$ cat config.mk
export PLATFORM = sky130hd
export DESIGN_NAME = pc_fetch_sequencer_flat
export DESIGN_NICKNAME = d
export VERILOG_FILES = /design/src/rtl/pc_fetch_sequencer_pkg.sv /design/src/rtl/pc_fetch_sequencer_if.sv /design/src/rtl/pc_fetch_sequencer_next_pc_mux.sv /design/src/rtl/pc_fetch_sequencer.sv /design/src/flat_wrapper.sv
export SDC_FILE = /design/constraint.sdc
export NUM_CORES = 1
export LEC_CHECK = 0
export ABC_AREA = 1
export CAP_MARGIN = 20
export CORE_ASPECT_RATIO = 2
export CORE_UTILIZATION = 25
export CTS_BUF_LIST = sky130_fd_sc_hd__clkbuf_8
export CTS_CLUSTER_SIZE = 24
export DETAILED_ROUTE_END_ITERATION = 10
export HOLD_SLACK_MARGIN = 0.1
export PLACE_DENSITY_LB_ADDON = 0.2
export SETUP_SLACK_MARGIN = 0.05
export SLEW_MARGIN = 10
export SYNTH_ARGS = -nofsm -noshare
export SYNTH_HDL_FRONTEND = slang
export SYNTH_SLANG_ARGS = --single-unit
$ cat constraint.sdc
create_clock -name clk -period 2.1 [get_ports clk]
set_input_delay 0.315 -clock clk [delete_from_list [all_inputs] [get_ports clk]]
set_output_delay 0.315 -clock clk [all_outputs]
set_load 0.03 [all_outputs]
$ cat src/rtl/pc_fetch_sequencer_pkg.sv
// fetch_pkg: shared definitions for the PC / fetch-sequencing stage.
//   fetch_state_e        : FSM state encoding (RUN/HALT/FAULT; 2'd3 is illegal)
//   INSTR_BYTES          : bytes per instruction (PC increment)
//   RESET_VECTOR_DEFAULT : default byte address loaded into the PC on reset
//   is_aligned()         : true when a byte address is instruction-aligned
package fetch_pkg;

    typedef enum logic [1:0] {
        ST_RUN   = 2'd0,
        ST_HALT  = 2'd1,
        ST_FAULT = 2'd2
    } fetch_state_e;

    localparam int          INSTR_BYTES          = 4;
    localparam logic [31:0] RESET_VECTOR_DEFAULT = 32'h0000_0000;

    function automatic logic is_aligned(input logic [1:0] addr_lsbs);
        return (addr_lsbs == 2'b00);
    endfunction

endpackage

$ cat src/rtl/pc_fetch_sequencer_if.sv
// Bundle between the fetch sequencer and its environment.
//   master : the control side (pipeline / bench) driving stall, redirect, halt
//            and observing the memory address, tag, valid, fault and state.
//   slave  : the fetch sequencer itself.
interface pc_fetch_sequencer_if #(
    parameter int XLEN    = 32,
    parameter int IMEM_AW = 32
);
    logic               stall_i;
    logic               redirect_valid_i;
    logic [XLEN-1:0]    redirect_target_i;
    logic               halt_i;
    logic [IMEM_AW-1:0] imem_addr_o;
    logic [XLEN-1:0]    if_pc_o;
    logic               if_valid_o;
    logic               fault_o;
    logic [1:0]         state_o;

    modport master (
        output stall_i, redirect_valid_i, redirect_target_i, halt_i,
        input  imem_addr_o, if_pc_o, if_valid_o, fault_o, state_o
    );

    modport slave (
        input  stall_i, redirect_valid_i, redirect_target_i, halt_i,
        output imem_addr_o, if_pc_o, if_valid_o, fault_o, state_o
    );
endinterface

$ cat src/rtl/pc_fetch_sequencer_next_pc_mux.sv
// next_pc_mux: combinational selection of the byte address presented to the
// synchronous-read instruction memory, converted to a word index.
//   i_state           : current sequencer state
//   i_pc              : next address to fetch
//   i_if_pc           : address the memory sampled at the last edge
//   i_redirect_valid  : redirect request
//   i_redirect_target : redirect byte address
//   i_stall           : downstream not ready
//   o_imem_addr       : word index (byte address >> 2, zero-extended)
module next_pc_mux
    import fetch_pkg::*;
#(
    parameter int XLEN    = 32,
    parameter int IMEM_AW = 32
) (
    input  fetch_state_e       i_state,
    input  logic [XLEN-1:0]    i_pc,
    input  logic [XLEN-1:0]    i_if_pc,
    input  logic               i_redirect_valid,
    input  logic [XLEN-1:0]    i_redirect_target,
    input  logic               i_stall,
    output logic [IMEM_AW-1:0] o_imem_addr
);
    logic [XLEN-1:0] w_sel_addr;
    logic [XLEN-1:0] w_word;

    always_comb begin
        w_sel_addr = i_pc;
        if (i_state == ST_FAULT) begin
            w_sel_addr = i_pc;
        end else if (i_redirect_valid && is_aligned(i_redirect_target[1:0])) begin
            w_sel_addr = i_redirect_target;
        end else if (i_stall || (i_state == ST_HALT)) begin
            // Re-read the held address so the memory output stays stable.
            w_sel_addr = i_if_pc;
        end else begin
            w_sel_addr = i_pc;
        end
    end

    assign w_word      = w_sel_addr >> 2;
    assign o_imem_addr = IMEM_AW'(w_word);

endmodule

$ cat src/rtl/pc_fetch_sequencer.sv
// pc_fetch_sequencer: owns the PC, drives the instruction-memory word address
// and tags the memory's (one-cycle-late) output with its PC and a valid bit.
// Handles sequential fetch, stall, zero-bubble redirect, halt/resume and a
// sticky misaligned-redirect fault.
//   clk, rst : clock; asynchronous active-high reset
//   bus      : slave side of pc_fetch_sequencer_if (stall/redirect/halt in;
//              imem_addr, if_pc, if_valid, fault, state out)
//
// state | meaning
// ------+---------------------------------------------------------------
// RUN   | fetching; stall holds, aligned redirect reloads, halt_i -> HALT
// HALT  | idle, if_valid low; only a redirect leaves (aligned -> RUN)
// FAULT | misaligned redirect seen; everything frozen until rst
// 2'd3  | illegal; recovers to FAULT
module pc_fetch_sequencer
    import fetch_pkg::*;
#(
    parameter int              XLEN         = 32,
    parameter logic [XLEN-1:0] RESET_VECTOR = XLEN'(RESET_VECTOR_DEFAULT),
    parameter int              IMEM_AW      = 32
) (
    input  logic               clk,
    input  logic               rst,
    pc_fetch_sequencer_if.slave bus
);
    fetch_state_e    r_state;
    logic [XLEN-1:0] r_pc;
    logic [XLEN-1:0] r_if_pc;
    logic            r_if_valid;
    logic            r_fault;

    fetch_state_e    w_nxt_state;
    logic [XLEN-1:0] w_nxt_pc;
    logic [XLEN-1:0] w_nxt_if_pc;
    logic            w_nxt_if_valid;
    logic            w_nxt_fault;

    logic            w_redir;
    logic            w_redir_ok;
    logic            w_redir_bad;
    logic [XLEN-1:0] w_pc_inc;
    logic [XLEN-1:0] w_tgt_inc;

    assign w_redir     = bus.redirect_valid_i;
    assign w_redir_ok  = w_redir && is_aligned(bus.redirect_target_i[1:0]);
    assign w_redir_bad = w_redir && !is_aligned(bus.redirect_target_i[1:0]);
    // Wraps modulo 2^XLEN by construction.
    assign w_pc_inc    = r_pc + XLEN'(INSTR_BYTES);
    assign w_tgt_inc   = bus.redirect_target_i + XLEN'(INSTR_BYTES);

    next_pc_mux #(
        .XLEN    (XLEN),
        .IMEM_AW (IMEM_AW)
    ) u_next_pc_mux (
        .i_state           (r_state),
        .i_pc              (r_pc),
        .i_if_pc           (r_if_pc),
        .i_redirect_valid  (bus.redirect_valid_i),
        .i_redirect_target (bus.redirect_target_i),
        .i_stall           (bus.stall_i),
        .o_imem_addr       (bus.imem_addr_o)
    );

    always_ff @(posedge clk or posedge rst) begin
        if (rst) begin
            r_state    <= ST_RUN;
            r_pc       <= RESET_VECTOR;
            r_if_pc    <= RESET_VECTOR;
            r_if_valid <= 1'b0;
            r_fault    <= 1'b0;
        end else begin
            r_state    <= w_nxt_state;
            r_pc       <= w_nxt_pc;
            r_if_pc    <= w_nxt_if_pc;
            r_if_valid <= w_nxt_if_valid;
            r_fault    <= w_nxt_fault;
        end
    end

    always_comb begin
        w_nxt_state    = r_state;
        w_nxt_pc       = r_pc;
        w_nxt_if_pc    = r_if_pc;
        w_nxt_if_valid = r_if_valid;
        w_nxt_fault    = r_fault;

        case (r_state)
            ST_RUN: begin
                if (w_redir_bad) begin
                    w_nxt_state    = ST_FAULT;
                    w_nxt_fault    = 1'b1;
                    w_nxt_if_valid = 1'b0;
                end else if (w_redir_ok) begin
                    // Zero-bubble: target was already on imem_addr this cycle.
                    w_nxt_if_pc    = bus.redirect_target_i;
                    w_nxt_pc       = w_tgt_inc;
                    w_nxt_if_valid = 1'b1;
                end else if (bus.halt_i) begin
                    w_nxt_state    = ST_HALT;
                    w_nxt_if_valid = 1'b0;
                end else if (!bus.stall_i) begin
                    w_nxt_if_pc    = r_pc;
                    w_nxt_pc       = w_pc_inc;
                    w_nxt_if_valid = 1'b1;
                end
            end
            ST_HALT: begin
                if (w_redir_bad) begin
                    w_nxt_state    = ST_FAULT;
                    w_nxt_fault    = 1'b1;
                    w_nxt_if_valid = 1'b0;
                end else if (w_redir_ok) begin
                    w_nxt_state    = ST_RUN;
                    w_nxt_if_pc    = bus.redirect_target_i;
                    w_nxt_pc       = w_tgt_inc;
                    w_nxt_if_valid = 1'b1;
                end
            end
            ST_FAULT: begin
                w_nxt_if_valid = 1'b0;
            end
            default: begin
                w_nxt_state    = ST_FAULT;
                w_nxt_fault    = 1'b1;
                w_nxt_if_valid = 1'b0;
            end
        endcase
    end

    assign bus.if_pc_o    = r_if_pc;
    assign bus.if_valid_o = r_if_valid;
    assign bus.fault_o    = r_fault;
    assign bus.state_o    = r_state;

endmodule

$ cat src/flat_wrapper.sv
// flat-port wrapper written by rule: the top's interface ports become plain ports
module pc_fetch_sequencer_flat import fetch_pkg::*;
#(
    parameter int              XLEN         = 32,
    parameter logic [XLEN-1:0] RESET_VECTOR = XLEN'(RESET_VECTOR_DEFAULT),
    parameter int              IMEM_AW      = 32
)
  (clk, rst, bus_stall_i, bus_redirect_valid_i, bus_redirect_target_i, bus_halt_i, bus_imem_addr_o, bus_if_pc_o, bus_if_valid_o, bus_fault_o, bus_state_o);
  pc_fetch_sequencer_if #(.XLEN(XLEN), .IMEM_AW(IMEM_AW)) bus_i ();
  input  logic clk;
  input  logic rst;
  input wire logic [$bits(bus_i.stall_i)-1:0] bus_stall_i;
  input wire logic [$bits(bus_i.redirect_valid_i)-1:0] bus_redirect_valid_i;
  input wire logic [$bits(bus_i.redirect_target_i)-1:0] bus_redirect_target_i;
  input wire logic [$bits(bus_i.halt_i)-1:0] bus_halt_i;
  output wire logic [$bits(bus_i.imem_addr_o)-1:0] bus_imem_addr_o;
  output wire logic [$bits(bus_i.if_pc_o)-1:0] bus_if_pc_o;
  output wire logic [$bits(bus_i.if_valid_o)-1:0] bus_if_valid_o;
  output wire logic [$bits(bus_i.fault_o)-1:0] bus_fault_o;
  output wire logic [$bits(bus_i.state_o)-1:0] bus_state_o;
  assign bus_i.stall_i = bus_stall_i;
  assign bus_i.redirect_valid_i = bus_redirect_valid_i;
  assign bus_i.redirect_target_i = bus_redirect_target_i;
  assign bus_i.halt_i = bus_halt_i;
  assign bus_imem_addr_o = bus_i.imem_addr_o;
  assign bus_if_pc_o = bus_i.if_pc_o;
  assign bus_if_valid_o = bus_i.if_valid_o;
  assign bus_fault_o = bus_i.fault_o;
  assign bus_state_o = bus_i.state_o;
  pc_fetch_sequencer #(.XLEN(XLEN), .RESET_VECTOR(RESET_VECTOR), .IMEM_AW(IMEM_AW)) u_core (.clk(clk), .rst(rst), .bus(bus_i));
endmodule
; Word-level counts from Yosys, hierarchy flattened
; Cells that the tools add are included.
[word_totals]
ff_bits = 68
inputBits = 37
[classes]
addsub = 2
n_eq_ne = 12
n_mux = 32
bitwise = 1
reduce_logical = 12
[op_table]
columns = cell, count
row1 = 32-bit 2-to-1 mux, 15
row2 = 32-bit case mux with 2 select lines, 2
row3 = 32-bit by 3-bit adder with 32-bit output (second input constant), 2
row4 = 2-bit 2-to-1 mux, 5
row5 = 3-bit by 2-bit inequality test with 1-bit output (second input constant), 3
row6 = 1-bit 2-to-1 mux, 7
row7 = 2-bit case mux with 3 select lines, 1
row8 = 6-bit AND reduction, 1
row9 = 5-bit by 3-bit inequality test with 1-bit output (second input constant), 1
row10 = 2-bit logical NOT, 2
row11 = 2-bit by 1-bit inequality test with 1-bit output (second input constant), 2
row12 = 2-bit inequality test (second input constant), 2
row13 = 1-bit case mux with 2 select lines, 2
row14 = 2-bit AND reduction, 2
row15 = 4-bit AND reduction, 1
row16 = 3-bit by 1-bit inequality test with 1-bit output (second input constant), 1
row17 = 3-bit inequality test (second input constant), 1
row18 = 2-bit by 1-bit equality test with 1-bit output (second input constant), 1
row19 = 2-bit equality test (second input constant), 1
row20 = 1-bit logical AND, 2
row21 = 2-bit nonzero test, 1
row22 = 2-bit OR reduction, 1
row23 = 1-bit logical NOT, 1
row24 = 1-bit logical OR, 1
row25 = 1-bit inverter, 1

; Longest topological paths before layout
[logic_depth]
ltp_word = 6
mapped_depth = 12
depth_no_buf = 11

; Modules after synthesis
; A second synthesis with hierarchy kept.
[unflattened]
cells_unflattened = 973
area_unflattened_um2 = 5900.7
[modules_own_cells]
columns = mod, instances, cells_per_inst, area_each_um2, seq_area_each_um2
row1 = pc_fetch_sequencer, 1, 731, 4747.1, 1701.6
row2 = next_pc_mux, 1, 242, 1153.6, 0.0

; Least setup slack after synthesis
; No wires, ideal clock.
[synth_timing]
path_kind = register -> output
start = register u_core.r_state[1], in the netlist u_core.bus.state_o[1]
end = output port bus_imem_addr_o[0]
arrival_ps = 1846
required_time_ps = 1785
setup_slack_ps = -61
path_stages_with_launch = 7
path_cell_list = dfrtp_1 nor2_2 or2_2 nand2_1 buf_2 o22ai_1 a22oi_1
[synth_between]
elab_chain_cells = 5
elab_cells_between_ends = 6
classes_between = 2 x eq/ne / 3 x mux / 1 x reduce/logical
[synth_lines]
columns = element, line_no
row1 = from (decl), pc_fetch_sequencer.sv:26  ; fetch_state_e r_state;
row2 = from (signal assigned), pc_fetch_sequencer.sv:72  ; r_state <= w_nxt_state;
row3 = 2-bit by 1-bit equality test with 1-bit output, pc_fetch_sequencer_next_pc_mux.sv:33  ; end else if (i_stall || (i_state == ST_HALT)) begin
row4 = 1-bit logical OR, pc_fetch_sequencer_next_pc_mux.sv:33
row5 = 32-bit 2-to-1 mux, pc_fetch_sequencer_next_pc_mux.sv:33
row6 = 32-bit 2-to-1 mux, pc_fetch_sequencer_next_pc_mux.sv:31  ; end else if (i_redirect_valid && is_aligned(i_redirect_target[1:0])) begin
row7 = 32-bit 2-to-1 mux *, pc_fetch_sequencer_next_pc_mux.sv:29  ; if (i_state == ST_FAULT) begin
row8 = to (decl), flat_wrapper.sv:16  ; output wire logic [$bits(bus_i.imem_addr_o)-1:0] bus_imem_addr_o;
; Every way passes the cells marked *; elsewhere a longest branch is shown, timed or not.

; Worst setup path in the final report
[layout_timing]
start = register u_core.r_state[0], in the netlist u_core.bus.state_o[0]
end = output port bus_imem_addr_o[3]
; Same word-level chain as after synthesis.

==> impl_metrics.json <==
{
  "p_seq_frac": 0.393,
  "die_w_um": 104,
  "p_clk_frac": 0.465,
  "switching_share": 0.269,
  "root_buffer": "clkbuf_8",
  "hold_buffers": 0,
  "worstPathMaxFanout": 6,
  "cp.depth": 8,
  "synth_edf_count": 0,
  "routed_wl_um": 22800,
  "core_area_mm2": 0.0204,
  "fillers": 2195,
  "synthCells": 811,
  "drt_iter0_markers": 384,
  "initial_core_util": 0.254,
  "p_switching_uw": 896,
  "reg2reg_to": "u_core.r_pc[26]",
  "synth_seq_cells": 68,
  "hold_violations": 0,
  "post_synth.cell_area_avg_um2": 6.37,
  "fin_ws_ps": -118,
  "fin_crit_sh": 1.06,
  "numClockSinks": 68,
  "yosysWarnings": 0,
  "area_growth_pct": 58.6,
  "startpoint_type": "register",
  "violations": "setup timing",
  "grt_util_all_layers": 0.219,
  "grt_overflow": 0,
  "vias": 6355,
  "ctsHtreeMaxLevel": 3,
  "critPathLaunch": "u_core.bus.state_o[0]",
  "p_leak_uw": 0.00373,
  "cp_num_buf_inv": 4,
  "async_reset_ff_frac": 1.00,
  "grt_pass1_wl_um": 35500,
  "synth_top_flop_cell": "dfrtp_1",
  "clk_latency_ps": 390,
  "crit_path_end_kind": "output pin",
  "hp-class": "input pin to async pin",
  "dieArea_mm2": 0.0213,
  "slew_viol_final": 0,
  "wl_per_cell_um": 17.9,
  "critPathSlowestCell": "dfrtp_1",
  "cts_tree": "built",
  "clkSlewWorstSetupHoldPaths_ps": 90,
  "combPwrFrac": 0.142,
  "cp_slowest_stage_delay_ps": 390,
  "intPower_uw": 2430,
  "fp-row-count": 74,
  "diodes": 0,
  "rr_startpoint": "u_core.r_pc[2]",
  "nNetsFinal": 1042,
  "hpwl_um": 17700,
  "drc": 0,
  "antenna_left": 0,
  "holdWs_ps": 268,
  "grt_max_degree": 32,
  "yosys-top-cells-count": "215 x nand2_1, 118 x nor2_1, 74 x nand3_1, 73 x inv_1, 68 x dfrtp_1",
  "reg2regPathDepth": 10,
  "fin_area_mm2": 0.00820,
  "pin_count": 105,
  "grt_pass1_vias": 6368,
  "path_cells": "inv_2, nor2_2, or2_4, o21ai_4, buf_6, clkbuf_16, a22oi_2, buf_12",
  "cp.arrival_ps": 1900,
  "cap_violations": 0,
  "cts-buffers-inserted": 9,
  "power_density_mw_per_mm2": 406,
  "synth.most_common_cell": "nand2_1",
  "drt_first_pass_iters": 5,
  "crit_family": "buffers and inverters",
  "setup_viol": 28,
  "fin_cells": 1274,
  "setup_tns_ps": -2460,
  "placed_area_mm2": 0.00771,
  "synth_area_leaders": "dfrtp_1 33%, nand2_1 16%, nor2_1 8.6%, nand3_1 7.2%, inv_1 5.3%",
  "power_uw": 3330,
  "synth_top_area_cell": "dfrtp_1",
  "dp.cells": 1250,
  "r2r_slack_ps": 230,
  "viasPerCell": 4.99,
  "place_congestion": 0.906,
  "period_needed_ps": 2220,
  "yosysSeqAreaShare": 0.329,
  "synth_area_mm2": 0.00517,
  "die_h_um": 205,
  "clockBufferDepth": 2,
  "fin_worst_skew_ps": 15.4,
  "status": "complete, but fails checks",
  "netlist.area_leader.share": 0.329,
  "drive_above_1_share": 0.224,
  "ys_types": 32,
  "peakVddDrop_v": 0.000227,
  "worstSetupPathType": "register to output pin",
  "rsz0062_at_grt": "true",
  "grt_antenna_before_repair": 0,
  "io_buffer_count": 102,
  "fmax_ghz": 0.451,
  "crit_required_ps": 1780
}
power groups by stage:
stage	clock, µW	combinational (µW)	sequential [µW]
after floorplan	0	180	1340
after global placement	0	460	1340
after detailed placement	0	461	1340
after CTS	1580	465	1310
after global routing	1640	510	1310
final	1550	472	1310
cells in the final DEF, fill, tap and decap left out, types with 9 or more instances in the layout:
cell type / Yosys / layout
nand2_1: 215 / 213
nor2_1: 118 / 116
buf_4: 8 / 97
nand3_1: 74 / 74
inv_1: 73 / 71
clkdlybuf4s50_1: 0 / 71
dfrtp_1: 68 / 68
o21ai_0: 39 / 39
buf_12: 0 / 39
a21oi_1: 32 / 32
a22oi_2: 0 / 30
o22ai_1: 33 / 26
a31oi_1: 24 / 24
nand4_1: 13 / 13
buf_6: 1 / 11
clkbuf_8: 0 / 9
worst max-delay path by stage:
stage,end
2_1_floorplan,u_core.bus.fault_o
3_3_place_gp,u_core.r_pc[28]
3_5_place_dp,u_core.r_pc[28]
4_1_cts,bus_imem_addr_o[14]
5_1_grt,bus_imem_addr_o[3]
6_report,bus_imem_addr_o[3]
flip-flops by register name (all words and copies together) (netlist names):
name,flops
u_core.bus.if_valid_o,1
u_core.bus.if_pc_o,32
u_core.bus.fault_o,1
u_core.bus.state_o,2
u_core.r_pc,32
stage by stage:
step	util	setup slack (ps)
detailed placement	0.379	-152
floorplan	-	73.5
global route	0.402	-199
global placement	0.379	-123
finish	0.402	-118
CTS	0.397	-148
area by class of cell:
class	instances	area, µm²	area share
clock inverters	7	146	0.0179
inverters	76	285	0.0348
well taps	266	333	0.0406
flip-flops and latches	68	1700	0.208
multi-input cells	627	3200	0.391
repair buffers	221	2410	0.293
clock buffers	9	124	0.0151
cell families after synthesis:
| logic type | after synthesis | synth area share |
|---|---|---|
| compound gates | 176 | 0.203 |
| xor+xnor | 1 | 0.00170 |
| fa+ha+maj | 2 | 0.00484 |
| buf+inv | 117 | 0.0978 |
| flops | 68 | 0.329 |
| other cells | 1 | 0.000726 |
| simple gates | 446 | 0.362 |
per-layer routing:
layer | track usage | share of wire | wire, µm | vias to the layer above
li1 | - | - | - | 3108
met1 | 0.222 | 0.37 | 8330 | 3006
met2 | 0.426 | 0.55 | 12400 | 188
met3 | 0.0250 | 0.032 | 724 | 53
met4 | 0.127 | 0.056 | 1270 | 0
met5 | 0 | 0 | 0 | -
repair_timing:
item	CTS	global route
setup buffers	4	2
pin swaps	2	11
gates resized for setup	11	16
endpoints found under the setup margin	30	34
cloned	1	2
No activity file was read; power rests on OpenSTA's default activity.
